<file path="src/rtl/router_fsm.sv">
// Packet router control FSM: tracks header decode, payload load, full stalls and parity check.
// Optional per-destination soft-reset handling is enabled with `define ROUTER_FSM_SOFT_RESET_EN.
module router_fsm (
  input  logic       clock,
  input  logic       resetn,
  input  logic       pkt_valid,
  input  logic       parity_done,
  input  logic       fifo_full,
  input  logic       low_pkt_valid,
  input  logic       soft_reset_0,
  input  logic       soft_reset_1,
  input  logic       soft_reset_2,
  input  logic       fifo_empty_0,
  input  logic       fifo_empty_1,
  input  logic       fifo_empty_2,
  input  logic [1:0] data_in,
  output logic       busy,
  output logic       detect_add,
  output logic       ld_state,
  output logic       laf_state,
  output logic       full_state,
  output logic       write_enb_reg,
  output logic       rst_int_reg,
  output logic       lfd_state
);

  typedef enum logic [2:0] {
    DA  = 3'd0,
    LFD = 3'd1,
    LD  = 3'd2,
    FFS = 3'd3,
    LAF = 3'd4,
    LP  = 3'd5,
    CPE = 3'd6,
    WTE = 3'd7
  } state_t;

  state_t     state, state_nxt;
  logic [1:0] addr, addr_nxt;
  logic       empty_din, empty_addr, soft_hit;

  always_comb begin
    empty_din = 1'b0;
    case (data_in)
      2'd0:    empty_din = fifo_empty_0;
      2'd1:    empty_din = fifo_empty_1;
      2'd2:    empty_din = fifo_empty_2;
      default: empty_din = 1'b0;
    endcase
  end

  always_comb begin
    empty_addr = 1'b0;
    case (addr)
      2'd0:    empty_addr = fifo_empty_0;
      2'd1:    empty_addr = fifo_empty_1;
      2'd2:    empty_addr = fifo_empty_2;
      default: empty_addr = 1'b0;
    endcase
  end

`ifdef ROUTER_FSM_SOFT_RESET_EN
  // Only the timeout of the destination currently being served aborts the packet.
  assign soft_hit = (soft_reset_0 && addr == 2'd0) ||
                    (soft_reset_1 && addr == 2'd1) ||
                    (soft_reset_2 && addr == 2'd2);
`else
  logic unused_soft;
  assign unused_soft = ^{soft_reset_0, soft_reset_1, soft_reset_2};
  assign soft_hit    = 1'b0;
`endif

  always_ff @(posedge clock or negedge resetn) begin
    if (!resetn) begin
      state <= DA;
      addr  <= 2'd0;
    end else begin
      state <= state_nxt;
      addr  <= addr_nxt;
    end
  end

  always_comb begin
    state_nxt = state;
    addr_nxt  = addr;
    case (state)
      DA: if (pkt_valid && data_in != 2'd3) begin
        addr_nxt  = data_in;
        state_nxt = empty_din ? LFD : WTE;
      end
      LFD: state_nxt = LD;
      LD: begin
        if (fifo_full)       state_nxt = FFS;
        else if (!pkt_valid) state_nxt = LP;
      end
      FFS: if (!fifo_full) state_nxt = LAF;
      LAF: begin
        if (parity_done)        state_nxt = DA;
        else if (low_pkt_valid) state_nxt = LP;
        else                    state_nxt = LD;
      end
      LP:  state_nxt = CPE;
      CPE: state_nxt = fifo_full ? FFS : DA;
      WTE: if (empty_addr) state_nxt = LFD;
      default: state_nxt = DA;
    endcase
    // A soft reset also suppresses any header latch in the same cycle.
    if (soft_hit) begin
      state_nxt = DA;
      addr_nxt  = addr;
    end
  end

  always_comb begin
    detect_add    = (state == DA);
    lfd_state     = (state == LFD);
    ld_state      = (state == LD);
    full_state    = (state == FFS);
    laf_state     = (state == LAF);
    rst_int_reg   = (state == CPE);
    write_enb_reg = (state == LD) || (state == LAF) || (state == LP);
    busy          = !((state == DA) || (state == LD));
  end

endmodule

</file>
<file path="config.mk">
export PLATFORM = sky130hd
export DESIGN_NAME = router_fsm
export DESIGN_NICKNAME = d
export VERILOG_FILES = /design/src/rtl/router_fsm.sv
export SDC_FILE = /design/constraint.sdc
export NUM_CORES = 1
export LEC_CHECK = 0
export BUFFER_PORTS_ARGS = -buffer_cell sky130_fd_sc_hd__buf_2
export CAP_MARGIN = 20
export CELL_PAD_IN_SITES_DETAIL_PLACEMENT = 0
export CELL_PAD_IN_SITES_GLOBAL_PLACEMENT = 1
export CORE_MARGIN = 2
export CORE_UTILIZATION = 32
export CTS_CLUSTER_SIZE = 8
export DETAILED_ROUTE_END_ITERATION = 6
export PLACE_DENSITY = 0.91
export SKIP_CTS_REPAIR_TIMING = 1
export SLEW_MARGIN = 10
export SYNTH_ARGS = -nofsm -noshare
export SYNTH_HDL_FRONTEND = slang
export SYNTH_SLANG_ARGS = --single-unit
</file>
<file path="constraint.sdc">
create_clock -name clock -period 2.25 [get_ports clock]
set_clock_uncertainty 0.05 [all_clocks]
set_input_delay 0.1125 -clock clock [delete_from_list [all_inputs] [get_ports clock]]
set_output_delay 0.1125 -clock clock [all_outputs]
set_load 0.005 [all_outputs]
</file>
== Yosys cells after proc, flatten, opt, wreduce, memory -nomap -nowiden ==
Cells that the tools add are included.

* Register bits after elaboration: 5
* Latch bits: 0
* Memory bits (writable): 0
* Memory bits (read-only): 0
* Bits of input ports: 14
* Output and inout bits: 8
* Word-level logic and storage cells: 40
* Memories kept: 0

* Add/sub/neg operators: 0
* $mul: 0
* Divide/modulo/power cells: 0
* Magnitude comparators: 0
* Equal/unequal tests: 16
* Shift operators: 0
* Multiplexer cells: 12
* Bitwise operators: 0
* Reduce and logical (&&, ||, !) cells: 10

{| class="wikitable"
|+ Operators with widths
! cell !! number
|-
| two-way mux 3 bit || 8
|-
| one-hot mux 3 bit (8 select lines) || 1
|-
| equality test 3 bit, second input constant || 4
|-
| equality test 3 x 2 -> 1 bit, second input constant || 2
|-
| inequality test 2 bit, second input constant || 3
|-
| one-hot mux 1 bit (3 select lines) || 2
|-
| equality test 2 x 1 -> 1 bit, second input constant || 2
|-
| equality test 2 bit, second input constant || 2
|-
| logical NOT 2 bit || 2
|-
| AND reduction 4 bit || 1
|-
| equality test 3 x 1 -> 1 bit, second input constant || 1
|-
| logical NOT 3 bit || 1
|-
| logical OR 1 bit || 3
|-
| inequality test 3 bit, second input constant || 1
|-
| two-way mux 2 bit || 1
|-
| inequality test 2 x 1 -> 1 bit, second input constant || 1
|-
| AND reduction 2 bit || 1
|-
| logical AND 1 bit || 1
|-
| logical NOT 1 bit || 1
|}

== Depth between registers and ports, before layout ==
* Depth after elaboration: 5
* Mapped depth: 5
* Mapped depth without buffers: 4

== Least setup slack after synthesis ==
OpenSTA, ideal clock, no wires.

* Path type: flip-flop to flip-flop
* Start point: register state[1]
* End point: register state[2]
* Library setup time: 92 ps
* Data arrival time: 1126 ps
* Data required time: 2108 ps
* Slack: 982 ps
* Cell stages (with the launch flop): 6
* Path buffers: 1
* Clock period less this slack: 1268 ps
* Cells stage by stage: dfrtp_1 buf_6 nor3_4 o221ai_2 o221a_1 o31ai_2

* Word-level cells in the longest chain between the ends: 3
* Elaborated cells on any way between the ends: 14
* Those cells by class: eq/ne: 11; mux: 1; reduce/logical: 2

{| class="wikitable"
|+ RTL lines
! item !! line !! text
|-
| start: declaration || 38 || <nowiki>state_t state, state_nxt;</nowiki>
|-
| start signal: assignment || 78 || <nowiki>state <= state_nxt;</nowiki>
|-
| logical NOT 3 bit * || -- ||
|-
| named net detect_add || 18 || <nowiki>output logic detect_add,</nowiki>
|-
| inequality test 2 x 1 -> 1 bit (no line) || -- ||
|-
| AND reduction 4 bit (no line) || -- ||
|}

Mark *: on every way through the listed nets, which the timed path passes. The rest lies on a longest branch.
A chain may end at the register's enable or synchronous reset.

== Worst setup path after layout ==
* Start point: register state[0]
* End point: output port rst_int_reg

* Word-level cells in the longest chain between the ends: 1

{| class="wikitable"
|+ RTL lines
! item !! line !! text
|-
| equality test 3 bit || 120 || <nowiki>rst_int_reg = (state == CPE);</nowiki>
|-
| end: declaration || 23 || <nowiki>output logic rst_int_reg,</nowiki>
|}

No other way between the ends.

==> results.sh <==
export IMPL_dp_cells=83
export IMPL_n_fill_cell=134
export IMPL_syn_inst=53
export IMPL_clock_path_buffers=2
export IMPL_r2r_setup_slack_ns=0.76
export IMPL_critPathBufInv=2
export IMPL_drc=0
export IMPL_holdPathEnd="state[0]"
export IMPL_slew_violations=0
export IMPL_crit_type="reg -> out"
export IMPL_cellLeakagePower_nw=0.269
export IMPL_cts_buffers=3
export IMPL_p_sw_mw=0.319
export IMPL_ys_seq_area_share_pct=27.7
export IMPL_dpl_hpwl_um=764
export IMPL_cts_sinks=5
export IMPL_combPwrFrac_pct=52.8
export IMPL_grt_use_total_pct=13.6
export IMPL_routedWlPerCell_um=11.3
export IMPL_fp_dieW_um=41.6
export IMPL_antenna_left=0
export IMPL_grt_first_pass_wirelength_um=1840
export IMPL_synth_fp_nets=67
export IMPL_clkSlewWorstSetupHoldPaths_ns=0.04
export IMPL_p_int_mw=0.406
export IMPL_fin_crit_ns=1.52
export IMPL_seqPwrFrac_pct=33.1
export IMPL_syn_cell_area_um2=452
export IMPL_synth_edf_count=0
export IMPL_cp_top_family="flip-flops"
export IMPL_crit_path_max_fanout=10
export IMPL_pin_count=22
export IMPL_synth_top_cell_by_area="dfrtp_1"
export IMPL_grt_pass1_vias=450
export IMPL_wl_met1_um=498
export IMPL_portBuffers=18
export IMPL_synthTopCellsByCount="nand2_1 (8), nor2_1 (6), dfrtp_1 (5), mux2i_1 (3)"
export IMPL_core_um2=1320
export IMPL_clockRootBuffer="clkbuf_4"
export IMPL_synth_seq_cells=5
export IMPL_top_layer="met4"
export IMPL_drive_gt1_share_pct=37.0
export IMPL_cp_required_ns=2.09
export IMPL_max_slew_worst_pin_slew_ns=0.367
export IMPL_crit_path_end_kind="primary output"
export IMPL_firstDrtPassIters=3
export IMPL_vias=444
export IMPL_initial_core_util_pct=34.3
export IMPL_synth_async_reset_ratio_pct=100
export IMPL_max_stage_delay_ns=0.55
export IMPL_setup_ws_ns=0.732
export IMPL_tns_ns=0
export IMPL_r2r_end="state[2]"
export IMPL_synthTopCellsByArea="dfrtp_1 (28%), mux2i_1 (6.6%), nand2_1 (6.6%), nor2_1 (5.0%), o22a_1 (3.9%)"
export IMPL_fin_nets=88
export IMPL_min_period_over_period_pct=67.5
export IMPL_hold_viol_final=0
export IMPL_vdd_drop_max_mv=0.442
export IMPL_finalSetupViolations=0
export IMPL_path_cells="inv_1, and3_2, buf_2"
export IMPL_whs_path_depth=3
export IMPL_yosysMostFrequentCell="nand2_1"
export IMPL_yosysWarningCount=0
export IMPL_syn2layout_area_growth_pct=26.3
export IMPL_synthFlopType="dfrtp_1"
export IMPL_gp_congestion=0.831
export IMPL_relSlewSlack_pct=75.5
export IMPL_rr_worst_depth=4
export IMPL_fin_cells=88
export IMPL_r2r_start="state[0]"
export IMPL_hold_class="in -> reg"
export IMPL_cap_violations=0
export IMPL_p_per_area_nw_per_um2=1270
export IMPL_die_h_um=41.6
export IMPL_rows=13
export IMPL_swShare_pct=44.0
export IMPL_worstSetupStartpointType="flop"
export IMPL_wl_met2_um=445
export IMPL_antenna_cells=0
export IMPL_rsz0062_at_grt="no"
export IMPL_avgSynthCellArea_um2=8.52
export IMPL_dp_slack_ns=0.765
export IMPL_synth_top_area_share_pct=27.7
export IMPL_cts_tree="built"
export IMPL_grt_antenna_before_repair=0
export IMPL_grt_max_degree=11
export IMPL_status="completed"
export IMPL_worst_hold_slack_ns=0.116
export IMPL_yosysUniqueCellTypes=27
export IMPL_insertion_delay_ns=0.24
export IMPL_first_iter_violations=11
export IMPL_slowest_stage="dfrtp_1"
export IMPL_dieArea_um2=1730
export IMPL_holdCritStartpoint="fifo_full"
export IMPL_postRouteWirelength_um=994
export IMPL_overflow=0
export IMPL_worstPathArrival_ns=1.36
export IMPL_htree_levels=1
export IMPL_viasPerCell=5.05
export IMPL_max_freq_mhz=659
export IMPL_clkPwrFrac_pct=14.1
export IMPL_dr_wl_met3_um=36
[worst reg2reg max path, cell delays in order (launching register included)]
cell,delay (ns)
dfrtp_1,0.55
inv_1,0.20
and2_1,0.18
o221a_1,0.23
o31ai_2,0.18
[flip-flops by register name, summed over array words and instances (netlist names)]
name and cells:
addr 2, state 3
[cell type report]
type	instances	area (um^2)	share of cell area [%]
flip-flops and latches	5	125	21.9
repair buffers	19	100	17.5
well taps	15	18.8	3.29
multi-input cells	43	293	51.3
clock buffers	4	26.3	4.61
inverters	2	7.51	1.32
[power by group through the flow]
stage	Combinational [mW]	Clock (mW)	Sequential [mW]
2_1_floorplan	0.373	0	0.159
3_3_place_gp	0.382	0	0.238
3_5_place_dp	0.383	0	0.243
4_1_cts	0.387	0.109	0.240
5_1_grt	0.447	0.112	0.253
6_report	0.383	0.102	0.240
[per-stage QoR]
stage               utilization, %  cell area [um^2]  power [mW]
finish                        43.3               571       0.725
global route                  43.3               571       0.811
CTS                           42.5               561       0.736
detailed placement            40.6               534       0.625
global placement              40.6               534       0.620
floorplan                        -               452       0.532
[metal layers]
| layer | global-route usage [%] | vias to the layer above |
|---|---|---|
| li1 | - | 234 |
| met1 | 18.0 | 196 |
| met2 | 20.6 | 12 |
| met3 | 0 | 2 |
| met4 | 11.6 | 0 |
| met5 | 0 | - |
[placed cells by master, fill, tap and decap left out, types with 2 or more instances in the layout]
master | Yosys | layout
buf_2 | 0 | 18
nand2_1 | 8 | 8
nor2_1 | 6 | 6
dfrtp_1 | 5 | 5
mux2i_1 | 3 | 3
clkbuf_4 | 0 | 3
inv_1 | 2 | 2
nor3_1 | 2 | 2
nand2b_1 | 2 | 2
and3_2 | 2 | 2
o21ai_0 | 2 | 2
a21oi_1 | 2 | 2
o22a_1 | 2 | 2
[cells by family (layout without fill, tap and decap cells)]
family / Yosys count / after routing / synth area share, %
DFF: 5 / 5 / 27.7
AOI/OAI and AO/OA: 16 / 16 / 30.2
muxes: 3 / 3 / 6.65
and+or+nand+nor: 24 / 24 / 28.0
buffers and inverters: 5 / 25 / 7.48
[worst max-delay path by stage]
stage	from	endpoint	slack, ns	cells past startpoint
CTS	state[2]	write_enb_reg	0.72	3
floorplan	state[1]	state[2]	0.98	5
finish	state[0]	rst_int_reg	0.73	3
detailed placement	state[0]	state[2]	0.77	4
global placement	state[0]	state[2]	0.83	4
global route	state[1]	full_state	0.62	3
(Power assumes the default switching activity.)
